## src/rtl/mul_seq.sv

```systemverilog
// Iterative shift-add multiplier: one multiplier bit per clock, signed or
// unsigned operands, start/busy/done handshake. Latency WIDTH+1 edges.
module mul_seq #(
  parameter int WIDTH = 8
) (
  input  logic               clk,
  input  logic               rst_n,
  input  logic               start,
  input  logic               is_signed,
  input  logic [WIDTH-1:0]   a,
  input  logic [WIDTH-1:0]   b,
  output logic [2*WIDTH-1:0] c,
  output logic               busy,
  output logic               done
);

  localparam int PW = 2 * WIDTH;
  localparam int CW = $clog2(WIDTH);

  typedef enum logic [1:0] {
    IDLE,
    CALC,
    FIX
  } state_t;

  state_t         state, state_next;
  logic [PW-1:0]  ma;
  logic [PW-1:0]  acc;
  logic [WIDTH-1:0] mb;
  logic [CW-1:0]  count;
  logic           neg;

  logic [WIDTH-1:0] a_mag, b_mag;
  logic             last;

  // The most-negative operand negates to itself, which read as unsigned is
  // exactly its magnitude, so no extra bit is needed.
  assign a_mag = (is_signed && a[WIDTH-1]) ? (~a + WIDTH'(1)) : a;
  assign b_mag = (is_signed && b[WIDTH-1]) ? (~b + WIDTH'(1)) : b;
  assign last  = (count == CW'(WIDTH - 1));

  always_ff @(posedge clk or negedge rst_n) begin
    if (!rst_n) state <= IDLE;
    else        state <= state_next;
  end

  // NOTE: every variable driven here gets a default first, so no path can
  // leave it unassigned and infer a latch.
  always_comb begin
    state_next = state;
    unique case (state)
      IDLE:    if (start) state_next = CALC;
      CALC:    if (last)  state_next = FIX;
      FIX:     state_next = IDLE;
      default: state_next = IDLE;
    endcase
  end

  // NOTE: sequential state uses non-blocking assignments so every register
  // samples the pre-edge values, e.g. acc adds the unshifted ma.
  always_ff @(posedge clk or negedge rst_n) begin
    if (!rst_n) begin
      ma    <= '0;
      mb    <= '0;
      acc   <= '0;
      count <= '0;
      neg   <= 1'b0;
      c     <= '0;
      busy  <= 1'b0;
      done  <= 1'b0;
    end else begin
      done <= 1'b0;
      unique case (state)
        IDLE: begin
          if (start) begin
            neg   <= is_signed & (a[WIDTH-1] ^ b[WIDTH-1]);
            ma    <= {{WIDTH{1'b0}}, a_mag};
            mb    <= b_mag;
            acc   <= '0;
            count <= '0;
            busy  <= 1'b1;
          end
        end
        CALC: begin
          if (mb[0]) acc <= acc + ma;
          ma    <= ma << 1;
          mb    <= mb >> 1;
          count <= count + CW'(1);
        end
        FIX: begin
          c    <= neg ? (~acc + PW'(1)) : acc;
          done <= 1'b1;
          busy <= 1'b0;
        end
        default: ;
      endcase
    end
  end

endmodule

```

## config.mk

```make
export PLATFORM = sky130hd
export DESIGN_NAME = mul_seq
export DESIGN_NICKNAME = d
export VERILOG_FILES = /design/src/rtl/mul_seq.sv
export SDC_FILE = /design/constraint.sdc
export NUM_CORES = 1
export LEC_CHECK = 0
export BUFFER_PORTS_ARGS = -buffer_cell sky130_fd_sc_hd__buf_4
export CELL_PAD_IN_SITES_DETAIL_PLACEMENT = 1
export CELL_PAD_IN_SITES_GLOBAL_PLACEMENT = 1
export CORE_ASPECT_RATIO = 1.75
export CORE_MARGIN = 5
export CORE_UTILIZATION = 30
export DETAILED_ROUTE_END_ITERATION = 16
export PLACE_DENSITY_LB_ADDON = 0.1
export SYNTH_ARGS = -nofsm -noshare
export SYNTH_HDL_FRONTEND = slang
export SYNTH_SLANG_ARGS = --single-unit
```

## constraint.sdc

```tcl
create_clock -name clk -period 4.2 [get_ports clk]
set_clock_uncertainty 0.1 [all_clocks]
set_input_delay 0.84 -clock clk [delete_from_list [all_inputs] [get_ports clk]]
set_output_delay 0.84 -clock clk [all_outputs]
set_load 0.01 [all_outputs]
```

==> impl_metrics.json, run 1 <==
{
  "status": "finished clean",
  "die-area_um2": 14910,
  "postCtsHoldBufs": 0,
  "fin_crit_sh_pct": 61.89,
  "nets": 477,
  "ys_ff_latch": 64,
  "drive_gt1_share_pct": 14.06,
  "synth-edff-count": 0,
  "initial_utilization_pct": 30.31,
  "synth.area.top_cells": "dfrtp_1 43%, ha_1 6.7%, o21ai_0 6.1%",
  "final-setup-viol-count": 0,
  "synth_xor_area_share_pct": 7.713,
  "fin_setup_tns_ns": 0,
  "place_congestion": 0.7896,
  "grt_max_degree": 65,
  "crit_path_max_fanout": 5,
  "worstPathCellList": "ha_1, inv_1, fa_1, nand2b_1, a21oi_1, o21ai_0, a211oi_1, mux2i_1, nand2_1",
  "grtUsageTotal_pct": 14.98,
  "maxCapViolCount": 0,
  "vias": 3089,
  "rows": 54,
  "n_antenna_cell": 0,
  "syn_area_per_cell_um2": 9.368,
  "synth_top_family_by_area": "compound AO/OA/AOI/OAI gates",
  "syn-num-nets": 441,
  "viasPerCell": 5.072,
  "core_um2": 12360,
  "grt_pass1_vias": 3469,
  "cts-resized-gates": 0,
  "final.min_clock_period_ns": 2.600,
  "m1WireLength_um": 3984,
  "drc": 0,
  "slew_viol_final": 0,
  "highest_layer": "met4",
  "die_w_um": 94.49,
  "crit_type": "flop to flop",
  "rsz0062_at_grt": "false",
  "wirelength_um": 10110,
  "synth_fa_ha_area_share_pct": 7.212,
  "clockBufferDepth": 2,
  "hold_viol_final": 0,
  "clkSinkCount": 64,
  "dr.pass1.iters": 4,
  "worst_slew_pin_slew_ns": 1.021,
  "area_growth_pct": 19.83,
  "cp_slowest_stage_delay_ns": 0.41,
  "synthCells": 400,
  "critPathCaptureType": "flop",
  "synth_top_flop_cell": "dfrtp_1",
  "max_freq_mhz": 384.7,
  "p_leak_uw": 0.002060,
  "final_cell_mix": "64 x dfrtp_1, 52 x nand2_1, 45 x o21ai_0, 40 x buf_4, 24 x a21oi_1",
  "required_ns": 4.31,
  "layout_commonest_cell": "dfrtp_1",
  "clkLatencyLatePin_ns": 0.33,
  "antenna_found_initial": 0,
  "first_iter_violations": 81,
  "max-slew-margin-rel_pct": 31.69,
  "p_per_area_nw_per_um2": 801.5,
  "async_flop_share_pct": 100.0,
  "hp-class": "flop to flop",
  "start_kind": "flop",
  "arrival_ns": 2.71,
  "post-cts-setup-buffer-count": 0,
  "worst_ir_drop_vdd_mv": 0.2022,
  "route.met2.wl_um": 5647,
  "synth_area_leader_cell": "dfrtp_1",
  "cts_buffers": 9,
  "gr-total-overflow": 0,
  "clockRootBuffer": "clkbuf_16",
  "clk_pin_slew_ns": 0.05,
  "hold_slack_ns": 0.3771,
  "cts.htree.levels": 3,
  "synth_compound_area_share_pct": 24.97,
  "synthDominantCellAreaShare_pct": 42.74,
  "synthSimpleGateAreaFrac_pct": 13.12,
  "final_core_util_pct": 36.32,
  "wl_met3_um": 275,
  "wl_per_cell_um": 16.60,
  "p_total_uw": 3599,
  "slowest_stage": "dfrtp_1",
  "ant_nets": 0,
  "die_y_um": 157.9,
  "hpwl_um": 7868,
  "cts_tree": "yes",
  "syn_area_um2": 3747,
  "seq_area_frac_synth_pct": 42.74,
  "grt_pass1_wl_um": 17230,
  "yosys_warnings": 0,
  "ios": 38,
  "ys_types": 55,
  "yosys-mux-area-fraction_pct": 0.5342,
  "port_buffers": 37
}
[Yosys cell counts (3+ instances only)]
| master | n |
|---|---|
| dfrtp_1 | 64 |
| nand2_1 | 52 |
| o21ai_0 | 46 |
| a21oi_1 | 24 |
| nor2_1 | 21 |
| ha_1 | 20 |
| xor2_1 | 19 |
| o22ai_1 | 16 |
| xnor2_1 | 14 |
| inv_1 | 13 |
| a22o_1 | 12 |
| clkbuf_1 | 8 |
| nor3_1 | 8 |
| a21o_1 | 7 |
| a31oi_1 | 5 |
| nand2b_1 | 5 |
| a22oi_1 | 4 |
| and3_1 | 4 |
| buf_2 | 4 |
| o21a_1 | 4 |
| a211oi_1 | 3 |
| nor2b_1 | 3 |
[logic make-up after synthesis]
logic type / Yosys count
AO/OA/AOI/OAI: 144
AND/OR/NAND/NOR: 107
flip-flops: 64
XOR/XNOR: 33
buffers and inverters: 29
adder cells (fa/ha/maj): 21
multiplexers: 2
[final cells by class]
type | instances | area (um2)
fillers | 1452 | 7874
multi-input cells | 307 | 2007
flip-flops and latches | 64 | 1602
repair buffers | 40 | 300.3
clock buffers | 14 | 284.0
well taps | 168 | 210.2
inverters | 14 | 52.55
clock inverters | 2 | 35.03
[metrics by stage]
stage	instances	worst slack (ns)	instance area, um2
6_report	609	1.600	4491
5_1_grt	609	1.416	4491
4_1_cts	609	1.562	4491
3_5_place_dp	593	1.522	4172
3_3_place_gp	593	1.536	4172
2_1_floorplan	400	1.990	3747
[critical path: cells and delay by family (launching register included)]
| kind | cells | cell delay, ns |
|---|---|---|
| buffers and inverters | 1 | 0.06 |
| adder cells (fa/ha/maj) | 2 | 0.60 |
| AO/OA/AOI/OAI | 3 | 0.82 |
| multiplexers | 1 | 0.22 |
| flip-flops | 1 | 0.41 |
| AND/OR/NAND/NOR | 2 | 0.27 |
[per-layer routing]
metal	up-vias	track usage, %
li1	1528	-
met1	1500	16.04
met2	47	28.42
met3	14	3.138
met4	0	5.368
met5	-	0
[worst paths after layout]
kind,from,to,slack (ns),cells past startpoint
worst max register to register,acc[0]$_DFFE_PN0P_,acc[12]$_DFFE_PN0P_,1.60,9
worst min-delay path,c[9]$_DFFE_PN0P_,c[9]$_DFFE_PN0P_,0.38,2
worst max-delay path,acc[0]$_DFFE_PN0P_,acc[12]$_DFFE_PN0P_,1.60,9
worst min register to register,c[9]$_DFFE_PN0P_,c[9]$_DFFE_PN0P_,0.38,2
min in group asynchronous,rst_n,c[0]$_DFFE_PN0P_,0.51,1
max in group asynchronous,rst_n,acc[2]$_DFFE_PN0P_,2.94,1
[where the power goes]
group,switching [uW],internal [uW]
logic,927,736
clock network,263,523
registers,269,881
total,1460,2140
[sequential cells by signal (all words and copies together) (netlist names)]
signal,flops
done,1
mb,8
acc,16
c,16
busy,1
count,3
ma,16
state,2
neg,1
Power figures use the tool's default switching activity.
==> run 2, diff against run 1 <==
Clock period 4.2 ns to 2.6 ns, I/O delays scaled along.
==> impl_metrics.json, run 2 (synthesized netlist as in run 1, its figures left out) <==
{
  "status": "finished clean",
  "nets": 487,
  "final.min_clock_period_ns": 2.453,
  "gr-total-overflow": 0,
  "grt_pass1_vias": 3470,
  "postCtsHoldBufs": 0,
  "worst_ir_drop_vdd_mv": 0.3726,
  "crit_path_max_fanout": 5,
  "clockBufferDepth": 2,
  "required_ns": 2.71,
  "clkLatencyLatePin_ns": 0.33,
  "maxCapViolCount": 0,
  "cts.htree.levels": 3,
  "worst_slew_pin_slew_ns": 0.8461,
  "layout_commonest_cell": "dfrtp_1",
  "clk_pin_slew_ns": 0.06,
  "clockRootBuffer": "clkbuf_16",
  "max_freq_mhz": 407.6,
  "ant_nets": 0,
  "ios": 38,
  "hold_viol_final": 0,
  "crit_type": "flop to flop",
  "initial_utilization_pct": 30.31,
  "antenna_found_initial": 0,
  "die_w_um": 94.49,
  "wl_per_cell_um": 16.78,
  "post-cts-setup-buffer-count": 0,
  "arrival_ns": 2.57,
  "fin_cells": 619,
  "drc": 0,
  "dp_cells": 603,
  "slew_viol_final": 0,
  "die_y_um": 157.9,
  "core_um2": 12360,
  "largestRegisters": "acc x16, c x16, ma x16",
  "p_leak_uw": 0.002107,
  "fin_crit_sh_pct": 94.36,
  "max-slew-margin-rel_pct": 43.59,
  "dr.pass1.iters": 4,
  "hpwl_um": 8062,
  "grt_max_degree": 65,
  "grtUsageTotal_pct": 15.14,
  "die-area_um2": 14910,
  "port_buffers": 37,
  "start_kind": "flop",
  "p_per_area_nw_per_um2": 1308,
  "final_core_util_pct": 37.07,
  "first_iter_violations": 95,
  "final_cell_mix": "64 x dfrtp_1, 52 x nand2_1, 50 x buf_4, 44 x o21ai_0, 23 x a21oi_1",
  "critPathCaptureType": "flop",
  "grt_pass1_wl_um": 17480,
  "clkSinkCount": 64,
  "area_growth_pct": 22.30,
  "hold_slack_ns": 0.1965,
  "rows": 54,
  "wirelength_um": 10390,
  "final-setup-viol-count": 0,
  "n_antenna_cell": 0,
  "ff2ff_path_depth": 9,
  "place_congestion": 0.7676,
  "hp-class": "input pin to asynchronous set/reset pin",
  "rsz0062_at_grt": "true",
  "viasPerCell": 5.087,
  "drive_gt1_share_pct": 16.85,
  "vias": 3149,
  "cts_buffers": 9,
  "cts_tree": "yes"
}
## run 2: area by class of cell
cell class              instances  area, um2
fillers                      1468       7781
inverters                      14      52.55
clock buffers                  10      239.0
repair buffers                 50      375.4
well taps                     168      210.2
multi-input cells             307       2022
flip-flops and latches         64       1602
clock inverters                 6      82.58
## run 2: per-layer routing
layer | up-vias | wire length [um] | track usage (%)
li1 | 1550 | - | -
met1 | 1542 | 4074 | 15.73
met2 | 46 | 5886 | 30.01
met3 | 11 | 272 | 2.282
met4 | 0 | 155 | 5.162
met5 | - | 0 | 0
## run 2: final timing paths
| path | start | endpoint | slack [ns] |
|---|---|---|---|
| worst max-delay path | acc[0]$_DFFE_PN0P_ | acc[14]$_DFFE_PN0P_ | 0.15 |
| worst min-delay path | rst_n | c[3]$_DFFE_PN0P_ | 0.20 |
| worst max register to register | acc[0]$_DFFE_PN0P_ | acc[14]$_DFFE_PN0P_ | 0.15 |
| worst min register to register | c[12]$_DFFE_PN0P_ | c[12]$_DFFE_PN0P_ | 0.38 |
| max in group asynchronous | rst_n | mb[2]$_DFFE_PN0P_ | 1.65 |
| min in group clk | c[12]$_DFFE_PN0P_ | c[12]$_DFFE_PN0P_ | 0.38 |
## run 2: worst max-delay path: stages (launching register included)
cell and delay, ns:
dfrtp_1 0.42, ha_1 0.22, inv_1 0.06, fa_1 0.38
nand2b_1 0.20, a21oi_2 0.24, o2111ai_2 0.16, nand2_1 0.18
a221oi_1 0.10, a221o_1 0.26
## run 2: power breakdown
| part | internal, uW | switching, uW | total (uW) | leakage, uW |
|---|---|---|---|---|
| logic | 1280 | 1590 | 2870 | 0.00113 |
| clock network | 860 | 445 | 1300 | 0.000158 |
| registers | 1420 | 401 | 1820 | 0.000821 |
| total | 3560 | 2430 | 5990 | 0.00211 |
## run 2: per-stage QoR
step	power, uW	instance area, um2	setup slack (ns)	setup TNS, ns
6_report	5995	4583	0.1467	0
2_1_floorplan	3752	3747	0.3898	0
4_1_cts	6072	4572	0.05434	0
5_1_grt	6513	4583	-0.0009037	-0.0009037
3_5_place_dp	4729	4247	-0.01284	-0.01284
3_3_place_gp	4655	4247	0.08989	0
## run 2: what timing repair did
item                                    CTS  global route
cloned                                    0             0
gates resized for setup                   1             3
endpoints found under the setup margin    1             2
endpoints found under the hold margin     0             0
